`src/rtl/float_pkg.sv`:
```
// Shared definitions for the integer-to-float converter: FSM state encoding,
// the exponent bias helper and the reference float field widths.
package float_pkg;

    // Standard single-precision field widths, used as the default format.
    localparam int FP32_EXP_W = 8;
    localparam int FP32_MAN_W = 23;
    localparam int FP32_W     = FP32_EXP_W + FP32_MAN_W + 1;

    // Legal range of the two's-complement input width.
    localparam int INT_W_MIN = 2;
    localparam int INT_W_MAX = 64;

    // Conversion FSM states.
    typedef enum logic [1:0] {
        IDLE      = 2'd0,
        NORMALIZE = 2'd1,
        ROUND     = 2'd2,
        DONE      = 2'd3
    } conv_state_t;

    // IEEE-style exponent bias for an exponent field of exp_w bits.
    function automatic int exp_bias(input int exp_w);
        return (1 << (exp_w - 1)) - 1;
    endfunction

endpackage

```
`src/rtl/round_to_nearest_even.sv`:
```
// Combinational rounding and packing stage: takes a normalized magnitude
// (leading one already stripped) plus its unbiased exponent and produces the
// packed float, the inexact indication and saturation to infinity.
module round_to_nearest_even
    import float_pkg::*;
#(
    parameter int EXPONENT_WIDTH   = 8,
    parameter int MANTISSA_WIDTH   = 23,
    parameter int INTEGER_WIDTH    = 32,
    parameter int ROUND_TO_NEAREST = 1,
    parameter int CNT_W            = 6
) (
    input  logic                                   sign,
    input  logic [INTEGER_WIDTH-2:0]               frac_bits,
    input  logic [CNT_W-1:0]                       exp_cnt,
    output logic [EXPONENT_WIDTH+MANTISSA_WIDTH:0] result,
    output logic                                   inexact,
    output logic                                   overflow
);

    localparam int OUT_W  = EXPONENT_WIDTH + MANTISSA_WIDTH + 1;
    // Fraction padded so that mantissa, guard and at least one sticky bit exist
    // even when the integer has fewer bits than the mantissa.
    localparam int EXT_W  = INTEGER_WIDTH - 1 + MANTISSA_WIDTH + 2;
    // Wide enough to hold exponent count plus carry plus bias without wrapping.
    localparam int BEXP_W = (((EXPONENT_WIDTH + 2) > (CNT_W + 1)) ?
                             (EXPONENT_WIDTH + 2) : (CNT_W + 1)) + 1;
    localparam int BIAS   = exp_bias(EXPONENT_WIDTH);
    localparam logic [BEXP_W-1:0] SAT_LIM = BEXP_W'((1 << EXPONENT_WIDTH) - 1);

    // Round-half-to-even increment decision.
    function automatic logic rne_increment(input logic guard_b, input logic sticky_b,
                                           input logic lsb_b);
        return guard_b & (sticky_b | lsb_b);
    endfunction

    // Signed infinity used when the exponent range is exceeded.
    function automatic logic [OUT_W-1:0] saturated(input logic s);
        return {s, {EXPONENT_WIDTH{1'b1}}, {MANTISSA_WIDTH{1'b0}}};
    endfunction

    logic [EXT_W-1:0]          frac_ext;
    logic [MANTISSA_WIDTH-1:0] mant;
    logic                      guard;
    logic                      sticky;
    logic                      round_up;
    logic [MANTISSA_WIDTH:0]   mant_sum;
    logic                      carry;
    logic [BEXP_W-1:0]         bexp;

    assign frac_ext = {frac_bits, {(MANTISSA_WIDTH + 2){1'b0}}};
    assign mant     = frac_ext[EXT_W-1 -: MANTISSA_WIDTH];
    assign guard    = frac_ext[EXT_W-1-MANTISSA_WIDTH];
    assign sticky   = |frac_ext[EXT_W-MANTISSA_WIDTH-2:0];

    // Mantissa rounding, exponent biasing and overflow saturation.
    always_comb begin
        round_up = (ROUND_TO_NEAREST != 0) ? rne_increment(guard, sticky, mant[0]) : 1'b0;
        mant_sum = {1'b0, mant} + (MANTISSA_WIDTH + 1)'(round_up);
        // A carry out leaves the low mantissa bits at zero and bumps the exponent.
        carry    = mant_sum[MANTISSA_WIDTH];
        bexp     = BEXP_W'(exp_cnt) + BEXP_W'(carry) + BEXP_W'(BIAS);
        inexact  = guard | sticky;
        overflow = 1'b0;
        result   = {sign, bexp[EXPONENT_WIDTH-1:0], mant_sum[MANTISSA_WIDTH-1:0]};
        if (bexp >= SAT_LIM) begin
            result   = saturated(sign);
            overflow = 1'b1;
            inexact  = 1'b1;
        end
    end

endmodule

```
`src/rtl/int_to_float_converter.sv`:
```
// Multi-cycle signed integer to floating-point converter. Captures the
// operand as sign/magnitude, normalizes one bit per cycle, rounds in a single
// combinational stage and holds the registered result until it is consumed.
module int_to_float_converter
    import float_pkg::*;
#(
    parameter int EXPONENT_WIDTH   = FP32_EXP_W,
    parameter int MANTISSA_WIDTH   = FP32_MAN_W,
    parameter int INTEGER_WIDTH    = 32,
    parameter int ROUND_TO_NEAREST = 1
) (
    input  logic                                   clk,
    input  logic                                   rst,
    input  logic                                   in_valid,
    output logic                                   in_ready,
    input  logic [INTEGER_WIDTH-1:0]               in_data,
    output logic                                   out_valid,
    input  logic                                   out_ready,
    output logic [EXPONENT_WIDTH+MANTISSA_WIDTH:0] out,
    output logic                                   inexact_flag,
    output logic                                   overflow_flag
);

    localparam int OUT_W = EXPONENT_WIDTH + MANTISSA_WIDTH + 1;
    localparam int CNT_W = $clog2(INTEGER_WIDTH) + 1;

    conv_state_t              state_q, state_d;
    logic                     sign_q, sign_d;
    logic [INTEGER_WIDTH-1:0] mag_q, mag_d;
    logic [CNT_W-1:0]         exp_cnt_q, exp_cnt_d;
    logic [OUT_W-1:0]         out_q, out_d;
    logic                     inexact_q, inexact_d;
    logic                     overflow_q, overflow_d;

    logic [INTEGER_WIDTH-1:0] in_mag;
    logic [OUT_W-1:0]         rnd_result;
    logic                     rnd_inexact;
    logic                     rnd_overflow;

    // Two's-complement magnitude; the most negative value maps to 2^(W-1).
    assign in_mag = in_data[INTEGER_WIDTH-1] ? (~in_data + INTEGER_WIDTH'(1)) : in_data;

    round_to_nearest_even #(
        .EXPONENT_WIDTH  (EXPONENT_WIDTH),
        .MANTISSA_WIDTH  (MANTISSA_WIDTH),
        .INTEGER_WIDTH   (INTEGER_WIDTH),
        .ROUND_TO_NEAREST(ROUND_TO_NEAREST),
        .CNT_W           (CNT_W)
    ) u_round (
        .sign     (sign_q),
        .frac_bits(mag_q[INTEGER_WIDTH-2:0]),
        .exp_cnt  (exp_cnt_q),
        .result   (rnd_result),
        .inexact  (rnd_inexact),
        .overflow (rnd_overflow)
    );

    // Next-state and datapath updates for the capture/normalize/round/done flow.
    always_comb begin
        state_d    = state_q;
        sign_d     = sign_q;
        mag_d      = mag_q;
        exp_cnt_d  = exp_cnt_q;
        out_d      = out_q;
        inexact_d  = inexact_q;
        overflow_d = overflow_q;
        case (state_q)
            IDLE: begin
                if (in_valid) begin
                    sign_d    = in_data[INTEGER_WIDTH-1];
                    mag_d     = in_mag;
                    exp_cnt_d = CNT_W'(INTEGER_WIDTH - 1);
                    if (in_data == '0) begin
                        // Zero has no leading one to find; emit +0 directly.
                        out_d      = '0;
                        inexact_d  = 1'b0;
                        overflow_d = 1'b0;
                        state_d    = DONE;
                    end else begin
                        state_d = NORMALIZE;
                    end
                end
            end
            NORMALIZE: begin
                if (mag_q[INTEGER_WIDTH-1]) begin
                    state_d = ROUND;
                end else begin
                    mag_d     = mag_q << 1;
                    exp_cnt_d = exp_cnt_q - CNT_W'(1);
                end
            end
            ROUND: begin
                out_d      = rnd_result;
                inexact_d  = rnd_inexact;
                overflow_d = rnd_overflow;
                state_d    = DONE;
            end
            DONE: begin
                if (out_ready) begin
                    state_d = IDLE;
                end
            end
            default: state_d = IDLE;
        endcase
    end

    // Control state and visible result registers, cleared by reset.
    always_ff @(posedge clk) begin
        if (rst) begin
            state_q    <= IDLE;
            out_q      <= '0;
            inexact_q  <= 1'b0;
            overflow_q <= 1'b0;
        end else begin
            state_q    <= state_d;
            out_q      <= out_d;
            inexact_q  <= inexact_d;
            overflow_q <= overflow_d;
        end
    end

    // Working operand registers; only meaningful once a conversion has started.
    always_ff @(posedge clk) begin
        sign_q    <= sign_d;
        mag_q     <= mag_d;
        exp_cnt_q <= exp_cnt_d;
    end

    assign in_ready      = (state_q == IDLE);
    assign out_valid     = (state_q == DONE);
    assign out           = out_q;
    assign inexact_flag  = inexact_q;
    assign overflow_flag = overflow_q;

endmodule

```
`config.mk`:
```
export PLATFORM = sky130hd
export DESIGN_NAME = int_to_float_converter
export DESIGN_NICKNAME = d
export VERILOG_FILES = /design/src/rtl/float_pkg.sv /design/src/rtl/round_to_nearest_even.sv /design/src/rtl/int_to_float_converter.sv
export SDC_FILE = /design/constraint.sdc
export NUM_CORES = 1
export LEC_CHECK = 0
export BUFFER_PORTS_ARGS = -buffer_cell sky130_fd_sc_hd__buf_2
export CAP_MARGIN = 20
export CORE_UTILIZATION = 59
export CTS_BUF_LIST = sky130_fd_sc_hd__clkbuf_4
export CTS_CLUSTER_DIAMETER = 30
export CTS_CLUSTER_SIZE = 10
export DETAILED_ROUTE_END_ITERATION = 12
export PLACE_DENSITY = 0.83
export SYNTH_ARGS = -nofsm -noshare
export SYNTH_HDL_FRONTEND = slang
export SYNTH_SLANG_ARGS = --single-unit
```
`constraint.sdc`:
```
create_clock -name clk -period 4.78 [get_ports clk]
set_input_delay 0.239 -clock clk [delete_from_list [all_inputs] [get_ports clk]]
set_output_delay 0.239 -clock clk [all_outputs]
set_load 0.03 [all_outputs]
```
Word level (Yosys, flattened, before mapping):

Cells that the tools add are included.

* order comparisons: 1
* reduce and logical (&&, ||, !) cells: 10
* muxes and demuxes: 22
* eq/ne operators: 8
* bitwise operators: 4
* add/subtract/negate cells: 5

Operator list (count)
* $mux W32: 5
* $pmux W32 S2: 2
* $add A32 B1 Y32 const B: 1
* $logic_not A32 Y1: 1
* $not A32 Y32: 1
* $mux W31: 1
* $add A23 B1 Y24: 1
* $mux W6: 2
* $pmux W6 S2: 1
* $add A11 B7 Y11 const B: 1
* $ge A11 B8 Y1 const B: 1
* $reduce_and A3 Y1: 3
* $mux W2: 4
* $pmux W2 S4: 1
* $add A6 B1 Y7: 1
* $reduce_or A7 Y1: 1
* $ne A2 B2 Y1 const B: 3
* $sub A6 B1 Y6 const B: 1
* $eq A2 B2 Y1 const B: 2
* $mux W1: 4
* $ne A2 B1 Y1 const B: 2
* $pmux W1 S2: 2
* $reduce_and A2 Y1: 2
* $reduce_bool A2 Y1: 2
* 4 further kinds: 5

* bits of input ports: 36
* output and inout port bits: 36
* register bits: 75
* word-level logic and storage cells: 58

Longest topological paths before layout:

Gate-level depths: netlist of run 1.

* depth in word-level cells: 9
* mapped depth: 12
* mapped depth without buffers: 12

Hierarchy:

From an unflattened synthesis of run 1, not the netlist that was laid out.

* cell total of the unflattened synthesis: 593
* area, all modules: 5087.4 sq um

Modules (own cells, without submodules)
* int_to_float_converter: cells an instance 504, sequential area each 1891.8 sq um, area an instance 4449.3 sq um, times used 1
* round_to_nearest_even: cells an instance 89, sequential area each 0.0 sq um, area an instance 638.1 sq um, times used 1

Worst setup path after synthesis of run 1:

Ideal clock, no wire load.

* path type: reg2reg
* start: register state_q[0]
* end: register exp_cnt_q[0], enable pin
* arrival time: 3.813 ns
* library setup time: 0.488 ns
* buffers on the path: 0
* setup slack: 0.479 ns
* stages on the path, launching flop included: 5
* cells stage by stage: dfxtp_1 inv_1 ha_1 mux2_2 a21boi_0

* longest elaborated chain between the ends: 3
* elaborated cells on any way between the ends: 6
* classes of those cells: eq/ne (3); reduce/logical (3)

Ends and longest elaborated chain
* from (decl): line int_to_float_converter.sv:27 `conv_state_t state_q, state_d;`
* from (signal assigned): line int_to_float_converter.sv:115 `state_q <= state_d;`
* $logic_not A2 Y1 *
* named net in_ready: line int_to_float_converter.sv:15 `output logic in_ready,`
* $ne A2 B2 Y1 (no source line) or $reduce_bool A2 Y1 (tied branches)
* $reduce_and A3 Y1 (no source line) *
* to (signal assigned): line int_to_float_converter.sv:126 `exp_cnt_q <= exp_cnt_d;`
* to (decl): line int_to_float_converter.sv:30 `logic [CNT_W-1:0] exp_cnt_q, exp_cnt_d;`

The timed path passes the listed nets; every way through them passes the cells marked *.
A chain may end at the register's enable or synchronous reset.

Worst setup path after layout of run 1:

* start: register mag_q[7]
* end: register out_q[26], in the netlist out[26]

* longest elaborated chain between the ends: 7

Ends and longest elaborated chain
* from (decl): line int_to_float_converter.sv:29 `logic [INTEGER_WIDTH-1:0] mag_q, mag_d;`
* from (signal assigned): line int_to_float_converter.sv:125 `mag_q <= mag_d;`
* $and A1 B1 Y1 *: line round_to_nearest_even.sv:34 `return guard_b & (sticky_b | lsb_b);`
* $add A23 B1 Y24 *: line round_to_nearest_even.sv:59 `mant_sum = {1'b0, mant} + (MANTISSA_WIDTH + 1)'(round_up);`
* $add A6 B1 Y7 *: line round_to_nearest_even.sv:62 `bexp = BEXP_W'(exp_cnt) + BEXP_W'(carry) + BEXP_W'(BIAS);`
* $add A11 B7 Y11 *: line round_to_nearest_even.sv:62
* $ge A11 B8 Y1: line round_to_nearest_even.sv:66 `if (bexp >= SAT_LIM) begin`
* $mux W31 *: line round_to_nearest_even.sv:66
* $pmux W32 S2 *: line int_to_float_converter.sv:67 `case (state_q)`
* to (signal assigned): line int_to_float_converter.sv:116 `out_q <= out_d;`
* to (decl): line int_to_float_converter.sv:31 `logic [OUT_W-1:0] out_q, out_d;`

Every way passes the cells marked *; elsewhere a longest branch is shown, timed or not.

==> out/summary.md, run 1 <==
- finished clean — outcome
- 0.625 — initial core utilization
- 634 — count of non-filler cells in the finished layout
- 0.191 — share of post-route cells with drive strength above 1
- edfxtp_1 — CP max-delay cell
- 3.07 ns — shortest clock period the worst path allows after layout
- 3667 — detailed-route via count
- 5.78 — via density per instance
- 557 — Filler Cells Inserted
- 0 — CTS Hold Buffers Added
- 71 — number of buffers added on ports
- 7.01 mm — hpwl dp
- 0 — fraction of registers with async set or reset after synthesis
- 15.1 um — average wire per cell in the routed design
- 13.5% — relative area change from synthesis to final layout
- 0.709 — fin util
- 497 mW/mm^2 — pwr/cell area
- 469 — gate count of the mapped netlist
- 0 ns — final setup TNS
- 9.60 mm — wire length reported by the detailed router
- edfxtp_1 — most used flip-flop cell after synthesis
- 30 — site row count
- done — clock tree from TritonCTS
- 617 — dpl cells
- 88.0 um — vertical extent of the die
- simple AND/OR/NAND/NOR gates — cell type group with the largest total delay on the critical path
- 0 — number of remaining DRC errors
- 0.336 mV — worst voltage drop across the vdd grid
- 0 — n_diodes
- in2reg — Hold WC Path Type
- 1.71 ns — setup slack on the worst flop-to-flop path
- 0 — GR Overflow Total
- 0.00698 sq mm — placeable core region
- 1 — worst path buffer plus inverter count
- 581 — net total in the final layout
- 0.434 — sequential-to-total area share from yosys stat
- flip-flop — CP endpoint kind
- 0.269 — total routing resource utilization after global routing
- 0 — initial antenna violation count
- 0.895 ns — Slew @ Worst Pin
- 0 — Setup-failing EPs final
- 0.12 ns — post-CTS clock slew at the launch and capture registers of the worst setup and hold paths
- 0.00436 sq mm — netlist area before placement
- 0 — post-CTS setup repair buffer count
- 0.00774 sq mm — die outline area
- 0.401 — worst relative slew slack
- clkbuf_4 — root buffer selected by CTS
- 3.37 ns — data arrival time of the critical path
- 3 — H-tree depth
- 0.831 — global placer's final weighted congestion
- 517 — Synthesized Nets
- 1.29 ns — dpl ws
- 0.42 ns — worst-skew pair later-pin latency
- 72 — I/O pin cnt
- nand4_1 -> nor4_1 -> buf_4 -> and4_1 -> ha_1 -> ha_1 -> nor3b_1 -> xor2_1 -> a32oi_1 -> xnor2_1 -> a22oi_1 -> nor2_1 — ordered cell list for the critical path
- 0.44 ns — maximum cell stage delay along the critical path
- 5 — Pre-antenna DRT Iters
- 2 — maximum count of clock buffers along a single path
- 205 — DRT iter0 DRCs
- 6 — Max Fanout on Critical Path
- false — unrepaired setup endpoints after global routing
- 1.71 ns — Worst Slack Setup Final
- 75 — register bit total from synthesis
- ha_1 — most numerous cell on the critical path
- 15.8 mm — first-pass GRT wire length
- 0.642 — Final period util
- 88.0 um — x dimension of the die
- 326 MHz — maximum clock frequency
- 0 — number of pins exceeding their max-slew limit in the final report
- 0 — number of violations of the max-capacitance limit
- flip-flop — startpoint type of the worst setup path
- 0 — PostCTS Resize Cnt
- 75 — Sink Count
- 9.30 sq um — Avg Inst Size Synth
- 5.08 ns — Req. time, crit path
- 1.97 nW — leakage power of the design
- 0 — final hold violation count
- 0.0187 ns — worst setup skew after layout
- 9 — number of buffers created by CTS
- 39 — Post-synth EDFFs
- 3440 — number of global-route vias before repair
- 52 — count of different cell masters after synthesis
- 52 — maximum number of pins on one net before global-route repair
- reg2reg — critical setup path kind
- 0 — number of warnings issued by yosys
- 0 — Antenna Violating Nets Remaining
-- cells in the final DEF (no fill, tap or decap), drive strengths merged, types with 8 or more instances in the layout --
cell type / count
xnor2: 29
nor2: 43
dfxtp: 36
a22oi: 28
nor3: 10
nor4: 8
ha: 12
buf: 77
clkbuf: 13
o21ai: 39
nand4: 9
edfxtp: 39
inv: 18
nand3: 9
nand2: 48
xor2: 28
-- worst reg2reg max path, stage by stage, from the launching register on --
cell      delay, ns
edfxtp_1       0.44
nand4_1        0.30
nor4_1         0.39
buf_4          0.19
and4_1         0.25
ha_1           0.16
ha_1           0.26
nor3b_1        0.36
xor2_1         0.19
a32oi_1        0.08
xnor2_1        0.14
a22oi_1        0.14
nor2_1         0.06
-- cell families after synthesis --
logic type / synth area share
muxes: 0.0164
and+or+nand+nor: 0.199
adders and majority gates: 0.0344
DFF: 0.434
AOI/OAI and AO/OA: 0.163
buffers and inverters: 0.0390
xor gates and xnor gates: 0.114
-- state kept, by name, indices dropped and copies added, names as in the netlist --
register,cells
state_q,2
inexact_flag,1
out,32
exp_cnt_q,6
overflow_flag,1
sign_q,1
mag_q,32
-- Yosys cell counts (7+ instances only) --
cell	number	area [sq um]
inv_1	17	63.8
nor4_1	8	50.1
edfxtp_1	39	1170
xor2_1	28	245
a22oi_1	28	210
nand3_1	9	45.0
o21ai_0	39	195
xnor2_1	29	254
nor2_1	43	161
a21oi_1	7	35.0
clkbuf_1	20	75.1
nand4_1	9	56.3
dfxtp_1	36	721
nand2_1	48	180
nor3_1	10	50.1
ha_1	12	150
-- power breakdown --
group,leakage (nW),internal [mW],total (mW),switching [mW]
combinational,1.24,0.352,0.899,0.547
clock,0.0800,0.183,0.394,0.212
sequential,0.655,0.960,1.16,0.203
total,1.97,1.49,2.46,0.962
-- layer usage --
metal  routed length [um]  GRT usage
met5                    0          0
met4                  157     0.0969
met3                  567     0.0603
met2                 4780      0.453
met1                 4090      0.341
-- path summary, 6_finish.rpt --
check | startpoint | endpoint | cells past startpoint
worst min-delay path | in_data[0] | mag_q[0]$_DFFE_PP_ | 3
worst min register to register | out[24]$_SDFFE_PP0P_ | out[24]$_SDFFE_PP0P_ | 2
worst max register to register | mag_q[7]$_DFFE_PP_ | out[26]$_SDFFE_PP0P_ | 12
worst max-delay path | mag_q[7]$_DFFE_PP_ | out[26]$_SDFFE_PP0P_ | 12
-- through the flow --
stage	cell area (sq um)	hold slack [ns]	power (mW)
global route	4950	0.164	2.62
CTS	4920	0.147	2.43
global placement	4780	0.437	2.00
finish	4950	0.161	2.46
detailed placement	4780	0.451	2.04
floorplan	4360	0.338	1.79
-- cell type report --
type | count | area, sq um | area share
Clock buffer | 13 | 97.6 | 0.0197
Multi-Input combinational cell | 353 | 2310 | 0.468
Tap cell | 96 | 120 | 0.0243
Sequential cell | 75 | 1890 | 0.382
Inverter | 17 | 63.8 | 0.0129
Clock inverter | 3 | 40.0 | 0.00809
Timing Repair Buffer | 77 | 420 | 0.0850
(Power assumes the default switching activity.)
==> run 2, diff against run 1 <==
--- a/config.mk
+++ b/config.mk
@@ -5,9 +5,10 @@
 export SDC_FILE = /design/constraint.sdc
 export NUM_CORES = 1
 export LEC_CHECK = 0
+export ABC_AREA = 1
 export BUFFER_PORTS_ARGS = -buffer_cell sky130_fd_sc_hd__buf_2
 export CAP_MARGIN = 20
-export CORE_UTILIZATION = 59
+export CORE_UTILIZATION = 60
 export CTS_BUF_LIST = sky130_fd_sc_hd__clkbuf_4
 export CTS_CLUSTER_DIAMETER = 30
 export CTS_CLUSTER_SIZE = 10
==> constraint.sdc (replaced) <==
create_clock -name clk -period 3.19 [get_ports clk]
set_input_delay 0.1595 -clock clk [delete_from_list [all_inputs] [get_ports clk]]
set_output_delay 0.1595 -clock clk [all_outputs]
set_load 0.03 [all_outputs]
==> out/summary.md, run 2 <==
- finished clean — outcome
- 0.307 — total routing resource utilization after global routing, +0.0375
- 2.87 ns — shortest clock period the worst path allows after layout, -0.200 ns
- edfxtp_1 — most used flip-flop cell after synthesis
- 0 — Setup-failing EPs final, unchanged
- 0 — GR Overflow Total, unchanged
- 0 — number of warnings issued by yosys, unchanged
- mag_q[9]$_DFFE_PP_ — origin of the critical flop-to-flop path
- 5 — Max Fanout on Critical Path, -1
- 0 — final hold violation count, unchanged
- 1.61 mW — cell-internal power, +7.8%
- 799 — Synthesized Nets, +55%
- 0.00826 sq mm — placeable core region, +18%
- 6.88 sq um — Avg Inst Size Synth, -26%
- false — unrepaired setup endpoints after global routing
- in2reg — Hold WC Path Type
- 0.42 ns — worst-skew pair later-pin latency, about the same
- 4555 — number of global-route vias before repair, +32%
- 298 — DRT iter0 DRCs, +45%
- 0.189 — Clk pwr share, +0.028
- 204 x nand2_1, 102 x nor2_1, 77 x inv_1 — commonest cells after routing, fill and taps aside
- 205 x nand2_1, 102 x nor2_1, 77 x inv_1 — top post-synthesis cells by count
- 39 — Post-synth EDFFs, unchanged
- 464 mW/mm^2 — pwr/cell area, -6.5%
- edfxtp_1 23%, nand2_1 15%, dfxtp_1 14% — Area contributors post-synth
- 0.391 — Sw Ratio, -0.000879
- 748 — Filler Cells Inserted, +34%
- 0.13 ns — post-CTS clock slew at the launch and capture registers of the worst setup and hold paths, about the same
- 924 — count of non-filler cells in the finished layout, +46%
- 5 — Pre-antenna DRT Iters, unchanged
- 0.190 — share of post-route cells with drive strength above 1, -0.000974
- 3 — H-tree depth, unchanged
- 21.4 mm — first-pass GRT wire length, +35%
- 0 — number of violations of the max-capacitance limit, unchanged
- done — clock tree from TritonCTS
- 0.272 mV — worst voltage drop across the vdd grid, -19%
- 14.1 um — average wire per cell in the routed design, -6.8%
- 2.64 mW — Design Power, +7.6%
- 9 — number of buffers created by CTS, unchanged
- nand2_1 — leading cell type in the layout, fill and taps excluded
- 0.507 — Sequential Power Share, +0.034
- 75 — Sink Count, unchanged
- 862 — net total in the final layout, +48%
- 3.48 ns — Req. time, crit path, -1.60 ns
- 1.03 mW — Net Switching, +7.4%
- 72 — I/O pin cnt, unchanged
- 0 — fraction of registers with async set or reset after synthesis, unchanged
- 0.366 — sequential-to-total area share from yosys stat, -0.0675
- 0 — Antenna Violating Nets Remaining, unchanged
- 0.625 — initial core utilization, +0.000751
- 10.3% — relative area change from synthesis to final layout
- 3.17 ns — data arrival time of the critical path, -0.20 ns
- in_data[0] — Min-Delay Startpoint
- 0.00516 sq mm — netlist area before placement, +18%
- 0.416 — worst relative slew slack, +0.0149
- 2.48 nW — leakage power of the design, +26%
- 0.926 — global placer's final weighted congestion, +11%
- 2 — maximum count of clock buffers along a single path, unchanged
- 0 — initial antenna violation count, unchanged
- flip-flop — startpoint type of the worst setup path
- 751 — gate count of the mapped netlist, +60%
- flip-flop — CP endpoint kind
- 5.42 — via density per instance, -6.4%
- reg2reg — critical setup path kind
- 0.876 ns — Slew @ Worst Pin, -0.0192 ns
- 906 — dpl cells, +47%
- 0 — n_diodes, unchanged
- 37 — count of different cell masters after synthesis, -29%
- 0.304 — Gate power share, -0.062
- 0 — number of pins exceeding their max-slew limit in the final report, unchanged
- 0.00898 sq mm — die outline area, +16%
- 0 — number of remaining DRC errors, unchanged
- edfxtp_1 — cell type with the highest aggregate area in the netlist
- 10.1 mm — hpwl dp, +44%
- nand2_1 — most frequent cell after synthesis
- 33 — site row count, +10%
- 0.900 — Final period util, +0.257
- 94.8 um — x dimension of the die, +7.7%
- 37 — maximum number of pins on one net before global-route repair, -29%
- 348 MHz — maximum clock frequency, +7.0%
- 0 ns — final setup TNS, unchanged
- 5004 — detailed-route via count, +36%
- mag_q[9]$_DFFE_PP_ — CP Launch Point
- clkbuf_4 — root buffer selected by CTS
- 0.0196 ns — worst setup skew after layout, +0.000873 ns
- 75 — register bit total from synthesis, unchanged
- 94.8 um — vertical extent of the die, +7.7%
- 0.227 — portion of synthesized cell area occupied by the leading cell type, -0.0418
- 71 — number of buffers added on ports, unchanged
- 0 — CTS Hold Buffers Added, unchanged
- 13.0 mm — wire length reported by the detailed router, +36%
[run 2: critical path: stages, from the launching register on]
cell      delay, ns
edfxtp_1       0.42
nand2_1        0.09
nor2_1         0.18
nand2_2        0.13
nor2_4         0.15
nand3_1        0.08
nor4_1         0.20
buf_4          0.17
ha_1           0.13
ha_1           0.22
inv_1          0.10
ha_1           0.19
inv_1          0.06
nor2_1         0.12
nand2_1        0.09
nor2_1         0.10
nand3_1        0.08
nand3_1        0.08
nor2_1         0.05
nor2_1         0.08
nor2_1         0.05
[run 2: metal layers]
| metal | share of wire | global-route usage |
|---|---|---|
| met1 | 0.46 | 0.414 |
| met2 | 0.47 | 0.506 |
| met3 | 0.058 | 0.0475 |
| met4 | 0.017 | 0.0909 |
| met5 | 0 | 0 |
[run 2: layout make-up]
| type | instances | area, sq um | share of cell area |
|---|---|---|---|
| Clock inverter | 7 | 45.0 | 0.00791 |
| Multi-Input combinational cell | 569 | 2840 | 0.498 |
| Tap cell | 105 | 131 | 0.0231 |
| Sequential cell | 75 | 1890 | 0.332 |
| Inverter | 80 | 305 | 0.0536 |
| Clock buffer | 9 | 67.6 | 0.0119 |
| Timing Repair Buffer | 79 | 415 | 0.0729 |
[run 2: cell families (layout without fill, tap and decap cells)]
logic type                 after synthesis  after routing  synth area share
and+or+nand+nor                        431            431             0.365
adders and majority gates               12             12            0.0291
xor gates and xnor gates                14             14            0.0237
DFF                                     75             75             0.366
AOI/OAI and AO/OA                      112            112             0.129
buffers and inverters                  107            175            0.0865
[run 2: through the flow]
step	worst slack, ns	util	hold slack (ns)	area (sq um)
after CTS	0.303	0.688	0.0234	5680
after global placement	0.476	0.674	0.423	5570
final	0.319	0.690	0.0473	5700
after detailed placement	0.312	0.674	0.453	5570
after global routing	0.0125	0.690	0.0520	5700
after floorplan	0.648	-	0.258	5170
[run 2: timing repair]
action	in CTS	in global routing
buffers inserted	0	2
setup endpoints to repair	0	1
resized for setup	0	1
hold endpoints to repair	0	0
[run 2: path summary, 6_finish.rpt]
| check | endpoint | slack [ns] | cells after the start |
|---|---|---|---|
| hold reg to reg | overflow_flag$_SDFFE_PP0P_ | 0.46 | 2 |
| setup / recovery | out[29]$_SDFFE_PP0P_ | 0.32 | 20 |
| setup reg to reg | out[29]$_SDFFE_PP0P_ | 0.32 | 20 |
| hold / removal | mag_q[0]$_DFFE_PP_ | 0.05 | 3 |
[run 2: power groups by stage]
| stage | Clock (mW) | Sequential (mW) | Combinational (mW) |
|---|---|---|---|
| final | 0.499 | 1.34 | 0.804 |
| after global routing | 0.541 | 1.36 | 0.911 |
| after CTS | 0.506 | 1.34 | 0.784 |
| after detailed placement | 0 | 1.36 | 0.778 |
| after global placement | 0 | 1.36 | 0.764 |
| after floorplan | 0 | 1.32 | 0.558 |
==> run 3, diff against run 2 <==
--- a/config.mk
+++ b/config.mk
@@ -8,12 +8,11 @@
 export ABC_AREA = 1
 export BUFFER_PORTS_ARGS = -buffer_cell sky130_fd_sc_hd__buf_2
 export CAP_MARGIN = 20
-export CORE_UTILIZATION = 60
+export CORE_UTILIZATION = 40
 export CTS_BUF_LIST = sky130_fd_sc_hd__clkbuf_4
 export CTS_CLUSTER_DIAMETER = 30
 export CTS_CLUSTER_SIZE = 10
 export DETAILED_ROUTE_END_ITERATION = 12
-export PLACE_DENSITY = 0.83
 export SYNTH_ARGS = -nofsm -noshare
 export SYNTH_HDL_FRONTEND = slang
 export SYNTH_SLANG_ARGS = --single-unit
==> out/summary.md, run 3 (synthesized netlist as in run 2, its figures left out) <==
- 0.384 — Sw Ratio, -0.00652
- 0 ns — final setup TNS, unchanged
- 204 x nand2_1, 101 x nor2_1, 77 x inv_1 — commonest cells after routing, fill and taps aside
- 13.6 um — average wire per cell in the routed design, -3.7%
- 0.36 ns — setup slack on the worst flop-to-flop path, +0.04 ns
- 41 — site row count, +24%
- 3.15 ns — data arrival time of the critical path, -0.02 ns
- 0 — n_diodes, unchanged
- 0.0134 sq mm — die outline area, +49%
- 72 — I/O pin cnt, unchanged
- 2 — number of remaining DRC errors, +2
- 0.14 ns — post-CTS clock slew at the launch and capture registers of the worst setup and hold paths, about the same
- in2reg — Hold WC Path Type
- 4917 — detailed-route via count, -1.7%
- 2 — maximum count of clock buffers along a single path, unchanged
- 0.409 — initial core utilization, -0.216
- 4 — worst path buffer plus inverter count, +1
- 353 MHz — maximum clock frequency, +1.3%
- 1.06 mW — Net Switching, +2.1%
- 0.487 — Sequential Power Share, -0.020
- 0.43 ns — maximum cell stage delay along the critical path, about the same
- 0 — initial antenna violation count, unchanged
- false — unrepaired setup endpoints after global routing
- 0 — CTS Hold Buffers Added, unchanged
- 4.96 — via density per instance, -8.4%
- 0 — final hold violation count, unchanged
- finished, violations left — outcome
- 0.182 mV — worst voltage drop across the vdd grid, -33%
- DRC — violations in the final reports
- reg2reg — critical setup path kind
- 0.213 — total routing resource utilization after global routing, -0.0940
- 0 — Antenna Violating Nets Remaining, unchanged
- 862 — net total in the final layout, unchanged
- 9 — Pre-antenna DRT Iters, +4
- done — clock tree from TritonCTS
- 0.0126 sq mm — placeable core region, +53%
- 3.51 ns — Req. time, crit path, +0.03 ns
- 71 — number of buffers added on ports, unchanged
- 0.405 — worst relative slew slack, -0.0111
- 38 — maximum number of pins on one net before global-route repair, +2.7%
- flip-flop — CP endpoint kind
- 3 — H-tree depth, unchanged
- 0 — number of pins exceeding their max-slew limit in the final report, unchanged
- 10.4 mm — hpwl dp, +3.1%
- 335 — DRT iter0 DRCs, +12%
- 4511 — number of global-route vias before repair, -0.97%
- 0.922 — global placer's final weighted congestion, -0.42%
- 2.50 nW — leakage power of the design, +0.70%
- 472 mW/mm^2 — pwr/cell area, +1.8%
- 9 — number of buffers created by CTS, unchanged
- 75 — Sink Count, unchanged
- 0.892 ns — Slew @ Worst Pin, +0.0167 ns
- 0 — number of violations of the max-capacitance limit, unchanged
- clkbuf_4 — root buffer selected by CTS
- 0 — GR Overflow Total, unchanged
- 12.6% — relative area change from synthesis to final layout
- 0.295 — Gate power share, -0.009
- 0.0197 ns — worst setup skew after layout, +0.000103 ns
- 0.45 ns — worst-skew pair later-pin latency, +0.03 ns
- 0.00285 sq mm — area occupied by multi-input gates, +0.31%
- edfxtp_1 — CP max-delay cell
- 0.888 — Final period util, -0.0117
- nand2_1 -> nor2_2 -> inv_1 -> nor2_4 -> nand3_1 -> nor4_2 -> buf_4 -> ha_1 -> ha_1 -> inv_1 -> ha_1 -> inv_1 -> nor2_1 -> nand2_1 -> nor2_1 -> nand3_1 -> nand3_1 -> nor2_1 -> nor2_1 -> nor2_1 — ordered cell list for the critical path
- 13.5 mm — wire length reported by the detailed router, +3.3%
- 0.200 ns — dpl ws, -0.112 ns
- flip-flop — startpoint type of the worst setup path
- 0.218 — Clk pwr share, +0.029
- 2.83 ns — shortest clock period the worst path allows after layout, -0.0372 ns
- 0.357 ns — Worst Slack Setup Final, +0.0372 ns
- nand2_1 — leading cell type in the layout, fill and taps excluded
- 1.69 mW — cell-internal power, +5.0%
- simple AND/OR/NAND/NOR gates — cell type group with the largest total delay on the critical path
- 5 — Max Fanout on Critical Path, unchanged
- 22.2 mm — first-pass GRT wire length, +3.9%
- 0 — Setup-failing EPs final, unchanged
- 116 um — x dimension of the die, +22%
- 0.00189 sq mm — register cell area after layout, unchanged
- nor2_1 — most numerous cell on the critical path
- 1372 — Filler Cells Inserted, +83%
- 0.194 — share of post-route cells with drive strength above 1, +0.00366
- 116 um — vertical extent of the die, +22%
## run 3: path summary, 6_finish.rpt
check,start,to,cells past startpoint
worst max register to register,mag_q[14]$_DFFE_PP_,out[29]$_SDFFE_PP0P_,20
worst min-delay path,in_data[0],mag_q[0]$_DFFE_PP_,3
worst min register to register,overflow_flag$_SDFFE_PP0P_,overflow_flag$_SDFFE_PP0P_,2
worst max-delay path,mag_q[14]$_DFFE_PP_,out[29]$_SDFFE_PP0P_,20
## run 3: worst register-to-register path, cell delays in order (launching register included)
cell	delay, ns
edfxtp_1	0.43
nand2_1	0.10
nor2_2	0.16
inv_1	0.10
nor2_4	0.15
nand3_1	0.10
nor4_2	0.19
buf_4	0.17
ha_1	0.13
ha_1	0.22
inv_1	0.10
ha_1	0.18
inv_1	0.05
nor2_1	0.10
nand2_1	0.09
nor2_1	0.09
nand3_1	0.07
nand3_1	0.08
nor2_1	0.05
nor2_1	0.10
nor2_1	0.04
## run 3: area by class of cell
| type | count | area share |
|---|---|---|
| tap | 172 | 0.0370 |
| sequential | 75 | 0.326 |
| clock buffer | 9 | 0.0116 |
| inverter | 80 | 0.0525 |
| clock inverter | 7 | 0.0118 |
| timing repair buffer | 79 | 0.0715 |
| multi-input combinational | 569 | 0.490 |
## run 3: metal layers
metal | part of all wire | GRT usage | routed length (um) | vias up
met1 | 0.51 | 0.304 | 6890 | 2175
li1 | - | - | - | 2581
met2 | 0.42 | 0.324 | 5670 | 142
met3 | 0.049 | 0.0345 | 666 | 19
met4 | 0.017 | 0.0769 | 235 | 0
met5 | 0 | 0 | 0 | -
## run 3: repair_timing
item	in CTS	in global routing
gates resized for setup	0	3
setup endpoints to repair	0	4
setup buffers	0	2
## run 3: power groups by stage
| stage | logic, mW | registers [mW] | clock network (mW) |
|---|---|---|---|
| floorplan | 0.558 | 1.32 | 0 |
| global placement | 0.790 | 1.36 | 0 |
| detailed placement | 0.789 | 1.36 | 0 |
| CTS | 0.793 | 1.34 | 0.613 |
| global route | 0.919 | 1.36 | 0.654 |
| finish | 0.809 | 1.34 | 0.598 |
## run 3: per-stage QoR
| stage | total power [mW] | cells | util | cell area [sq um] | hold slack (ns) |
|---|---|---|---|---|---|
| 4_1_cts | 2.75 | 989 | 0.458 | 5790 | 0.00449 |
| 2_1_floorplan | 1.88 | 751 | - | 5170 | 0.258 |
| 3_5_place_dp | 2.15 | 973 | 0.448 | 5650 | 0.428 |
| 3_3_place_gp | 2.15 | 973 | 0.448 | 5650 | 0.424 |
| 5_1_grt | 2.93 | 991 | 0.461 | 5810 | 0.0289 |
| 6_report | 2.75 | 991 | 0.461 | 5810 | 0.0236 |
